**src/rtl/dual_ram_arbiter.sv**
```systemverilog
// Two-requester front end for a dual-port RAM: independent round-robin
// arbitration of the write and read ports, read/write collision stalls, and read return.
module dual_ram_arbiter #(
  parameter int RAM_WIDTH = 8,
  parameter int ADDR_SIZE = 4,
  parameter int CNT_WIDTH = 8
) (
  input  logic                 clk,
  input  logic                 reset,
  input  logic                 a_req,
  input  logic                 a_we,
  input  logic [ADDR_SIZE-1:0] a_addr,
  input  logic [RAM_WIDTH-1:0] a_wdata,
  output logic                 a_gnt,
  output logic                 a_rvalid,
  output logic [RAM_WIDTH-1:0] a_rdata,
  input  logic                 b_req,
  input  logic                 b_we,
  input  logic [ADDR_SIZE-1:0] b_addr,
  input  logic [RAM_WIDTH-1:0] b_wdata,
  output logic                 b_gnt,
  output logic                 b_rvalid,
  output logic [RAM_WIDTH-1:0] b_rdata,
  output logic                 ram_read,
  output logic                 ram_write,
  output logic [ADDR_SIZE-1:0] ram_rd_addr,
  output logic [ADDR_SIZE-1:0] ram_wr_addr,
  output logic [RAM_WIDTH-1:0] ram_data_in,
  input  logic [RAM_WIDTH-1:0] ram_data_out,
  output logic [CNT_WIDTH-1:0] stall_cnt
);

  function automatic logic [CNT_WIDTH-1:0] sat_inc(input logic [CNT_WIDTH-1:0] v);
    return (v == {CNT_WIDTH{1'b1}}) ? v : v + CNT_WIDTH'(1);
  endfunction

  // Pointer / selector encoding: 0 = requester A, 1 = requester B.
  logic wr_ptr, rd_ptr;
  logic rd_pend, rd_owner;
  logic a_wc, b_wc, a_rc, b_rc;
  logic wr_any, rd_any, wr_sel, rd_sel;
  logic collide, wr_gnt, rd_gnt;
  logic [ADDR_SIZE-1:0] wr_addr_sel, rd_addr_sel;

  always_comb begin
    a_wc        = a_req & a_we;
    b_wc        = b_req & b_we;
    a_rc        = a_req & ~a_we;
    b_rc        = b_req & ~b_we;
    wr_any      = a_wc | b_wc;
    rd_any      = a_rc | b_rc;
    wr_sel      = (a_wc & b_wc) ? wr_ptr : b_wc;
    rd_sel      = (a_rc & b_rc) ? rd_ptr : b_rc;
    wr_addr_sel = wr_sel ? b_addr : a_addr;
    rd_addr_sel = rd_sel ? b_addr : a_addr;
    // A read hitting the address being written this cycle waits one cycle.
    collide     = ~reset & wr_any & rd_any & (wr_addr_sel == rd_addr_sel);
    wr_gnt      = ~reset & wr_any;
    rd_gnt      = ~reset & rd_any & ~collide;

    a_gnt       = (wr_gnt & ~wr_sel) | (rd_gnt & ~rd_sel);
    b_gnt       = (wr_gnt &  wr_sel) | (rd_gnt &  rd_sel);

    ram_write   = wr_gnt;
    ram_read    = rd_gnt;
    ram_wr_addr = wr_gnt ? wr_addr_sel : '0;
    ram_data_in = wr_gnt ? (wr_sel ? b_wdata : a_wdata) : '0;
    ram_rd_addr = rd_gnt ? rd_addr_sel : '0;
  end

  // Arbitration state and read-return tracking
  always_ff @(posedge clk or posedge reset) begin
    if (reset) begin
      wr_ptr    <= 1'b0;
      rd_ptr    <= 1'b0;
      rd_pend   <= 1'b0;
      rd_owner  <= 1'b0;
      stall_cnt <= '0;
    end else begin
      if (wr_gnt) wr_ptr <= ~wr_sel;
      if (rd_gnt) begin
        rd_ptr   <= ~rd_sel;
        rd_owner <= rd_sel;
      end
      rd_pend <= rd_gnt;
      if (collide) stall_cnt <= sat_inc(stall_cnt);
    end
  end

  always_comb begin
    a_rvalid = rd_pend & ~rd_owner;
    b_rvalid = rd_pend &  rd_owner;
    a_rdata  = a_rvalid ? ram_data_out : '0;
    b_rdata  = b_rvalid ? ram_data_out : '0;
  end

endmodule
```
**config.mk**
```make
export PLATFORM = sky130hd
export DESIGN_NAME = dual_ram_arbiter
export DESIGN_NICKNAME = d
export VERILOG_FILES = /design/src/rtl/dual_ram_arbiter.sv
export SDC_FILE = /design/constraint.sdc
export NUM_CORES = 1
export LEC_CHECK = 0
export BUFFER_PORTS_ARGS = -buffer_cell sky130_fd_sc_hd__buf_2
export CELL_PAD_IN_SITES_DETAIL_PLACEMENT = 1
export CELL_PAD_IN_SITES_GLOBAL_PLACEMENT = 1
export CORE_MARGIN = 2
export CORE_UTILIZATION = 26
export DETAILED_ROUTE_END_ITERATION = 10
export PLACE_DENSITY = 0.89
export SLEW_MARGIN = 10
export SYNTH_ARGS = -nofsm -noshare
export SYNTH_HDL_FRONTEND = slang
export SYNTH_SLANG_ARGS = --single-unit
export TNS_END_PERCENT = 100
```
**constraint.sdc**
```tcl
create_clock -name clk -period 1.65 [get_ports clk]
set_input_delay 0.165 -clock clk [delete_from_list [all_inputs] [get_ports clk]]
set_output_delay 0.165 -clock clk [all_outputs]
set_load 0.01 [all_outputs]
```
=== After elaboration in Yosys (flattened, before gate mapping) ===
Cells that the tools add are included.

* Input port bits: 38
* Register bits after elaboration: 12
* Output and inout bits: 46

* $add $sub $neg: 1
* Reduce and logical (&&, ||, !) cells: 1
* Equal/unequal tests: 2
* Multiplexer cells: 10
* Bitwise operators: 29

{| class="wikitable"
|+ Operators with widths
! operator !! number
|-
| $mux W8 || 4
|-
| $and A1 B1 Y1 || 17
|-
| $mux W4 || 4
|-
| $add A8 B1 Y8 const B || 1
|-
| $eq A8 B8 Y1 const B || 1
|-
| $not A1 Y1 || 8
|-
| $eq A4 B4 Y1 || 1
|-
| $or A1 B1 Y1 || 4
|-
| $mux W1 || 2
|-
| $reduce_and A2 Y1 || 1
|}

=== Depth between registers and ports, before layout ===
Gate-level depths: netlist of the first run.

* Word-level depth: 11
* Gate-level depth with buffers: 5

=== Worst setup path after synthesis of the first run ===
No wires, ideal clock.

* Path type: register to register
* Start: register stall_cnt[0]
* End: register stall_cnt[1]
* Data required time: 1.525 ns
* Period minus slack after synthesis: 1.463 ns
* Path slack: 0.187 ns
* Buffers on the path: 0
* Cell stages (with the launch flop): 6
* Arrival: 1.338 ns
* Path through: dfrtp_1 > ha_1 > nand3_1 > nor2_1 > nor3_2 > mux2_2

* Cells in the longest elaborated chain, start to end: 3
* Elaborated cells between the ends (all ways): 4

{| class="wikitable"
|+ RTL lines
! item !! RTL line !! text
|-
| start: declaration || 30 || <nowiki>output logic [CNT_WIDTH-1:0] stall_cnt</nowiki>
|-
| start signal: assignment || 86 || <nowiki>if (collide) stall_cnt <= sat_inc(stall_cnt);</nowiki>
|-
| parallel branches: the longest is 3 deep, another holds $add A8 B1 Y8 || -- ||
|}

Several ways; the timed one is not identified.
A chain may end at the register's enable or synchronous reset.

=== Worst setup path after layout of the first run ===
* Start: input port a_addr[2]
* End: output port a_gnt

* Cells in the longest elaborated chain, start to end: 7
* Elaborated cells between the ends (all ways): 8

{| class="wikitable"
|+ RTL lines
! item !! RTL line !! text
|-
| start: declaration || 12 || <nowiki>input logic [ADDR_SIZE-1:0] a_addr,</nowiki>
|-
| $mux W4 (on tied branches) || 54, 55 ||
|-
| $eq A4 B4 Y1 * || 57 || <nowiki>collide = ~reset & wr_any & rd_any & (wr_addr_sel == rd_addr_sel);</nowiki>
|-
| $and A1 B1 Y1 * || 57 ||
|-
| $not A1 Y1 * || 59 || <nowiki>rd_gnt = ~reset & rd_any & ~collide;</nowiki>
|-
| $and A1 B1 Y1 * || 59 ||
|-
| $and A1 B1 Y1 * || 61 || <nowiki>a_gnt = (wr_gnt & ~wr_sel) | (rd_gnt & ~rd_sel);</nowiki>
|-
| $or A1 B1 Y1 * || 61 ||
|-
| end: declaration || 14 || <nowiki>output logic a_gnt,</nowiki>
|}

Mark *: on every way between the ends. The rest lies on a longest branch, timed or not.

==> results of run 1 <==
==> logic make-up after synthesis <==
group / after synthesis / share of synthesized area (%)
adders and majority gates: 1 / 1.18
AOI/OAI and AO/OA: 16 / 14.0
buffers and inverters: 8 / 3.08
muxes: 13 / 13.6
and+or+nand+nor: 54 / 30.7
xor gates and xnor gates: 10 / 9.00
DFF: 12 / 28.4
==> flip-flops by register name (all words and copies together), names as in the netlist <==
register,cells
rd_owner,1
rd_pend,1
wr_ptr,1
stall_cnt,8
rd_ptr,1
==> repair_timing <==
| action | in CTS | in global routing |
|---|---|---|
| endpoints found under the hold margin | 12 | 0 |
| setup endpoints to repair | 12 | 16 |
| resized for setup | 2 | 4 |
| pin swaps | 0 | 1 |
| hold buffers | 2 | 0 |
==> per-layer routing <==
layer | global-route usage, % | vias to the layer above | wire (um)
li1 | - | 596 | -
met1 | 17.4 | 570 | 1380
met2 | 30.1 | 46 | 1930
met3 | 2.00 | 7 | 194
met4 | 5.36 | 0 | 61
met5 | 0 | - | 0
==> power by group <==
group / internal [W] / switching [W] / total [W]
Clock: 0.000211 / 0.000119 / 0.000331
Combinational: 0.000156 / 0.000161 / 0.000317
Sequential: 0.000316 / 0.0000255 / 0.000341
==> path summary, 6_finish.rpt <==
check,startpoint,endpoint,slack (ns),cells after the start
setup / recovery,a_addr[2],a_gnt,0.07,6
max in group asynchronous,reset,stall_cnt[3],0.95,4
hold reg to reg,stall_cnt[0],stall_cnt[0],0.51,1
hold / removal,reset,wr_ptr,0.37,4
setup reg to reg,stall_cnt[0],stall_cnt[1],0.12,5
min in group asynchronous,reset,stall_cnt[5],0.49,4
==> worst max-delay path: stages <==
cell      delay (ns)
buf_2           0.12
xnor2_1         0.17
nand2_1         0.24
o221ai_4        0.42
o22ai_1         0.15
buf_2           0.15
==> placed cells by master (no fill, tap or decap), types with 2 or more instances in the layout <==
cell,netlist,routed
and2_1,10,9
dfrtp_1,12,12
xor2_1,5,5
clkbuf_8,0,4
nand3_1,4,4
xnor2_1,4,4
nor2_1,11,10
mux2i_1,8,8
nor4_1,4,4
mux2_4,2,2
buf_4,0,8
a22o_1,8,8
and3_1,8,8
mux2_2,2,2
buf_2,2,83
inv_1,4,4
nand2b_1,2,2
dlygate4sd3_1,0,2
nand2_1,6,6
==> through the flow <==
stage / instance area, um2 / utilization [%]
after floorplan: 1060 / -
final: 1670 / 42.3
after CTS: 1660 / 42.0
after global placement: 1580 / 40.0
after global routing: 1670 / 42.3
after detailed placement: 1580 / 40.0
==> layout make-up <==
class                           instances  area share [%]
Sequential cell                        12            18.0
Multi-Input combinational cell         94            44.4
Timing Repair Buffer                   93            29.7
Clock buffer                            4            3.30
Inverter                                4           0.900
Tap cell                               50            3.75
==> flow_metrics.tcl, run 1 <==
set metrics [dict create \
    cp-end-kind "output port" \
    worstPathRequired_ns 1.48 \
    syn_to_final_growth_pct 58.1 \
    clock_latency_ns 0.25 \
    path_max_fanout 9 \
    vias 1219 \
    crit_type "primary input to output port" \
    drc_errors 0 \
    synth_nets 153 \
    grt_use_total_pct 15.7 \
    worstMarginPinSlew_ns 0.365 \
    placed_cells 251 \
    final.min_clock_period_ns 1.58 \
    die-area_mm2 0.00459 \
    max_freq_mhz 632 \
    worst_setup_path_start_kind "primary input" \
    powerDensity_mw_per_mm2 592 \
    dp_slack_ns 0.0519 \
    wl_per_cell_um 13.9 \
    yosysWarnings 0 \
    layout.area.seq_um2 300 \
    multi_input_area_um2 741 \
    first_pass_iters 4 \
    drtAntennaViolNets 0 \
    num_io_pins 84 \
    synth_edf_count 0 \
    setup_viol 0 \
    diodes 0 \
    initial_core_util_pct 26.8 \
    worst_ir_drop_vdd_uv 219 \
    path_clk_slew_ns 0.05 \
    synthCells 114 \
    relSlewSlack_pct 75.7 \
    drv_slew 0 \
    numCtsBuffers 3 \
    cp.arrival_ns 1.42 \
    fin_nets 247 \
    drive_gt1_share_pct 52.7 \
    cts_setup_buffers 0 \
    core_area_mm2 0.00394 \
    drtIter0Drc 15 \
    portBuffers 83 \
    cts_buffer_depth 2 \
    finClkSkew_ns 0.00193 \
    syn-mean-instance-area_um2 9.26 \
    yosys.area.top_type "dfrtp_1" \
    nFillCells 504 \
    status "finished, final reports clean" \
    rows 23 \
    ys_ff_latch 12 \
    setup_ws_ns 0.0667 \
    gp_congestion 0.791 \
    seq_area_frac_synth_pct 28.4 \
    routed_wl_um 3570 \
    hold_violations 0 \
    yosysTopAreaCellShare_pct 28.4 \
    dp_hpwl_um 2840 \
    hold_ws_ns 0.375 \
    power_w 0.000989 \
    first_global_vias 1212 \
    synthesis.area_mm2 0.00106 \
    overflow 0 \
    tns_ns 0 \
    yosys-top-cells-area "dfrtp_1, mux2i_1, a22o_1, and2_1, and3_1" \
    drv_cap 0 \
    cts-root-buf "clkbuf_8" \
    synth_ff_type "dfrtp_1" \
    grt_max_degree 12 \
    antenna_found_initial 0 \
    synthArstFlopShare_pct 100 \
    viasPerCell 4.74 \
    synthTopCellsByCount "dfrtp_1, nor2_1, and2_1" \
    h-tree-depth 1 \
    synth_most_common_cell "dfrtp_1" \
    final_cell_count_no_fill 257 \
    die_w_um 67.7 \
    power_leakage_nw 0.962 \
    hold_path.class "primary input to register" \
    cts_tree "done" \
    die_y_um 67.7 \
    final.period_utilization_pct 96.0 \
    cts.sinks 12 \
    grt_pass1_wl_um 5520 \
    ys_types 36 \
]
No activity file was read; power rests on OpenSTA's default activity.
==> run 2: changes to the inputs <==
--- a/config.mk
+++ b/config.mk
@@ -5,12 +5,12 @@
 export SDC_FILE = /design/constraint.sdc
 export NUM_CORES = 1
 export LEC_CHECK = 0
-export BUFFER_PORTS_ARGS = -buffer_cell sky130_fd_sc_hd__buf_2
 export CELL_PAD_IN_SITES_DETAIL_PLACEMENT = 1
 export CELL_PAD_IN_SITES_GLOBAL_PLACEMENT = 1
 export CORE_MARGIN = 2
-export CORE_UTILIZATION = 26
+export CORE_UTILIZATION = 42
 export DETAILED_ROUTE_END_ITERATION = 10
+export DONT_BUFFER_PORTS = 1
 export PLACE_DENSITY = 0.89
 export SLEW_MARGIN = 10
 export SYNTH_ARGS = -nofsm -noshare
==> flow_metrics.tcl, run 2 (synthesis gave the netlist of run 1 again) <==
set metrics [dict create \
    gp_congestion 0.727 \
    drc_errors 0 \
    drive_gt1_share_pct 16.9 \
    cp.buffers_inverters 2 \
    portBuffers 0 \
    antenna_found_initial 0 \
    final.min_clock_period_ns 1.56 \
    rsz0062_at_grt "yes" \
    cts-root-buf "clkbuf_4" \
    initial_core_util_pct 43.4 \
    drv_cap 0 \
    grt_pass1_wl_um 4200 \
    die-area_mm2 0.00293 \
    num_io_pins 84 \
    core_area_mm2 0.00243 \
    cp.arrival_ns 1.39 \
    status "finished, final reports clean" \
    tns_ns 0 \
    hold_violations 0 \
    hold_path.class "primary input to register" \
    fin_nets 159 \
    drtAntennaViolNets 0 \
    critPathSlowestCell "dfrtp_1" \
    wl_per_cell_um 18.6 \
    dp_hpwl_um 2290 \
    die_y_um 54.1 \
    dp_slack_ns 0.133 \
    worstPathRequired_ns 1.48 \
    routed_wl_um 2750 \
    finClkSkew_ns 0.00439 \
    viasPerCell 6.14 \
    cts.sinks 12 \
    largest_reg_flops 8 \
    clock_latency_ns 0.27 \
    h-tree-depth 1 \
    cts_buffer_depth 2 \
    first_pass_iters 3 \
    relSlewSlack_pct 74.3 \
    path_max_fanout 5 \
    syn_to_final_growth_pct 9.36 \
    vias 909 \
    grt_use_total_pct 19.9 \
    power_leakage_nw 0.535 \
    regMostFlops "stall_cnt" \
    crit_chain "inv_1 -> a31oi_4 -> buf_4 -> mux2i_1 -> nor2_1" \
    nFillCells 275 \
    grt_max_degree 12 \
    path_delay_family "flip-flops" \
    worstMarginPinSlew_ns 0.384 \
    worst_setup_path_start_kind "register" \
    layout_commonest_cell "dfrtp_1" \
    rows 18 \
    diodes 0 \
    numCtsBuffers 3 \
    drtIter0Drc 14 \
    rrSetupSlack_ns 0.13 \
    crit_type "register to output port" \
    setup_viol 0 \
    powerDensity_mw_per_mm2 631 \
    cts_tree "done" \
    final.period_utilization_pct 94.3 \
    cts_setup_buffers 0 \
    cpPeakStageDelay_ns 0.34 \
    worst_ir_drop_vdd_uv 308 \
    first_global_vias 909 \
    die_w_um 54.1 \
    path_clk_slew_ns 0.07 \
    final_cell_mix "dfrtp_1, nor2_1, and2_1" \
    setup_ws_ns 0.0935 \
    hold_ws_ns 0.257 \
    drv_slew 0 \
    max_freq_mhz 642 \
    overflow 0 \
    cp-end-kind "output port" \
]
run 2: cell types whose count changed in the layout (fill, tap and decap cells not counted), moves of 3 or more:
| cell | change |
|---|---|
| clkbuf_8 | -4 |
| buf_2 | -83 |
| clkbuf_4 | +3 |
| buf_4 | -4 |
run 2: final cells by class:
type | count | area [um2] | area share (%)
Clock buffer | 3 | 22.5 | 1.95
Inverter | 4 | 15.0 | 1.30
Sequential cell | 12 | 300 | 26.0
Multi-Input combinational cell | 94 | 739 | 64.0
Tap cell | 30 | 37.5 | 3.25
Timing Repair Buffer | 5 | 40.0 | 3.47
run 2: through the flow:
step | total power, W | utilization [%] | std cells | cell area, um2
6_report | 0.000729 | 47.5 | 148 | 1150
5_1_grt | 0.000780 | 47.5 | 148 | 1150
4_1_cts | 0.000741 | 47.1 | 148 | 1140
3_5_place_dp | 0.000550 | 45.5 | 144 | 1110
3_3_place_gp | 0.000541 | 45.5 | 144 | 1110
2_1_floorplan | 0.000506 | - | 114 | 1060
run 2: path summary, 6_finish.rpt:
path / startpoint / end / cells after the start
worst max register to register: stall_cnt[2] / stall_cnt[7] / 3
worst min-delay path: reset / wr_ptr / 2
worst max-delay path: wr_ptr / ram_wr_addr[2] / 5
min in group asynchronous: reset / rd_pend / 2
max in group asynchronous: reset / stall_cnt[4] / 3
worst min register to register: rd_ptr / rd_ptr / 1
run 2: where the power goes:
part           switching [W]  internal, W  leakage [nW]
Sequential         0.0000250     0.000315         0.158
Combinational       0.000122    0.0000886         0.363
Clock              0.0000940    0.0000845        0.0138
run 2: layer usage:
layer  part of all wire (%)  vias up  global-route usage, %
li1                       -      418                      -
met1                     36      442                   20.6
met2                     54       47                   36.7
met3                    8.8        2                   6.94
met4                   0.25        0                   6.25
met5                      0        -                      0
run 2: timing repair:
item	CTS	global route
setup endpoints to repair	17	11
resized for setup	3	2
hold buffers	1	0
endpoints found under the hold margin	12	0
==> run 3: changes to the inputs <==
--- a/config.mk
+++ b/config.mk
@@ -7,6 +7,7 @@
 export LEC_CHECK = 0
 export CELL_PAD_IN_SITES_DETAIL_PLACEMENT = 1
 export CELL_PAD_IN_SITES_GLOBAL_PLACEMENT = 1
+export CORE_ASPECT_RATIO = 0.9
 export CORE_MARGIN = 2
 export CORE_UTILIZATION = 42
 export DETAILED_ROUTE_END_ITERATION = 10
==> flow_metrics.tcl, run 3 (synthesis gave the netlist of run 1 again) <==
set metrics [dict create \
    hold_path.class "primary input to register" \
    cts.sinks 12 \
    path_max_fanout 8 \
    tns_ns 0 \
    die-area_mm2 0.00293 \
    cts_setup_buffers 0 \
    fin_nets 159 \
    die_w_um 56.9 \
    gp_congestion 0.899 \
    routed_wl_um 2640 \
    die_y_um 51.6 \
    finClkSkew_ns 0.00264 \
    largest_reg_flops 8 \
    reg2reg_depth 3 \
    syn_to_final_growth_pct 10.4 \
    powerDensity_mw_per_mm2 664 \
    drtAntennaViolNets 0 \
    status "finished, final reports clean" \
    wl_met1_um 1100 \
    rr_startpoint "stall_cnt[2]" \
    final_cell_count_no_fill 147 \
    numCtsBuffers 3 \
    antenna_found_initial 0 \
    combPwrFrac_pct 27.3 \
    hold_violations 0 \
    worstHoldStart "reset" \
    switching_share_pct 30.6 \
    cp-end-kind "output port" \
    clock_latency_ns 0.27 \
    regToRegEndpoint "stall_cnt[7]" \
    drv_cap 0 \
    hold-path-cell-count 2 \
    path_clk_slew_ns 0.07 \
    first_pass_iters 4 \
    placed_cells 142 \
    rows 17 \
    layout_commonest_cell "dfrtp_1" \
    internal_power_w 0.000537 \
    final_cell_mix "dfrtp_1, nor2_1, and2_1" \
    worstMarginPinSlew_ns 0.418 \
    wl_per_cell_um 17.9 \
    cp.arrival_ns 1.43 \
    cts_tree "done" \
    cts-root-buf "clkbuf_4" \
    core_area_mm2 0.00242 \
    dr_wl_met3_um 197 \
    power_leakage_nw 0.542 \
    seqPwrFrac_pct 43.6 \
    met2_length_um 1330 \
    drive_gt1_share_pct 17.6 \
    initial_core_util_pct 43.6 \
    h-tree-depth 1 \
    regMostFlops "stall_cnt" \
    worstPathRequired_ns 1.48 \
    final.min_clock_period_ns 1.59 \
    relSlewSlack_pct 71.9 \
    overflow 0 \
    first_global_vias 875 \
    dp_hpwl_um 2120 \
    drtIter0Drc 32 \
    grt_use_total_pct 18.1 \
    drv_slew 0 \
    drc_errors 0 \
    diodes 0 \
    num_io_pins 84 \
    rrSetupSlack_ns 0.12 \
    cts_buffer_depth 2 \
    crit_type "register to output port" \
    clkPwrFrac_pct 29.1 \
    portBuffers 0 \
    grt_max_degree 13 \
    min_to "wr_ptr" \
    worst_setup_path_start_kind "register" \
    viasPerCell 6.07 \
    max_freq_mhz 628 \
    rsz0062_at_grt "yes" \
    top_layer_used "met4" \
    setup_viol 0 \
    worst_ir_drop_vdd_uv 441 \
    vias 892 \
    grt_pass1_wl_um 4090 \
    p_sw_w 0.000237 \
    final.period_utilization_pct 96.5 \
]
[run 3: what timing repair did]
item	CTS	global route
hold buffers	1	0
resized for setup	5	0
setup endpoints to repair	17	9
hold endpoints to repair	12	0
[run 3: worst max path at each step]
stage                 startpoint              to  slack [ns]  depth (start not counted)
floorplan           stall_cnt[0]    stall_cnt[1]        0.19                          5
global placement    stall_cnt[0]    stall_cnt[1]        0.19                          5
detailed placement  stall_cnt[2]    stall_cnt[7]        0.11                          3
CTS                       wr_ptr  ram_data_in[0]        0.04                          4
global route        stall_cnt[2]    stall_cnt[7]       -0.02                          3
finish                    wr_ptr  ram_data_in[0]        0.06                          4
[run 3: cell type report]
class | instances | area, um2
Clock buffer | 4 | 36.3
Inverter | 4 | 15.0
Fill cell | 288 | 1260
Timing Repair Buffer | 5 | 40.0
Sequential cell | 12 | 300
Multi-Input combinational cell | 94 | 739
Tap cell | 28 | 35.0
[run 3: through the flow]
step | area [um2] | total power [W] | hold slack, ns | utilization [%] | setup slack (ns)
detailed placement | 1100 | 0.000549 | 0.169 | 45.5 | 0.113
global route | 1170 | 0.000822 | 0.268 | 48.1 | -0.0163
CTS | 1170 | 0.000790 | 0.254 | 48.1 | 0.0441
global placement | 1100 | 0.000542 | 0.156 | 45.5 | 0.193
finish | 1170 | 0.000774 | 0.269 | 48.1 | 0.0574
floorplan | 1060 | 0.000506 | 0.0637 | - | 0.187
[run 3: per-layer routing]
| metal | vias to the layer above | GRT usage [%] |
|---|---|---|
| met2 | 40 | 29.7 |
| met3 | 2 | 4.48 |
| met5 | - | 0 |
| met1 | 431 | 23.1 |
| met4 | 0 | 6.98 |
| li1 | 419 | - |
[run 3: critical path, cell delays in order (launching register included)]
cell	delay (ns)
dfrtp_1	0.36
inv_1	0.12
a31oi_4	0.14
nor2_2	0.28
a22o_1	0.26
[run 3: power by group through the flow]
stage,clock (W),combinational [W],sequential [W]
detailed placement,0,0.000207,0.000342
floorplan,0,0.000167,0.000339
finish,0.000226,0.000211,0.000337
global route,0.000251,0.000228,0.000343
global placement,0,0.000200,0.000341
CTS,0.000238,0.000214,0.000337
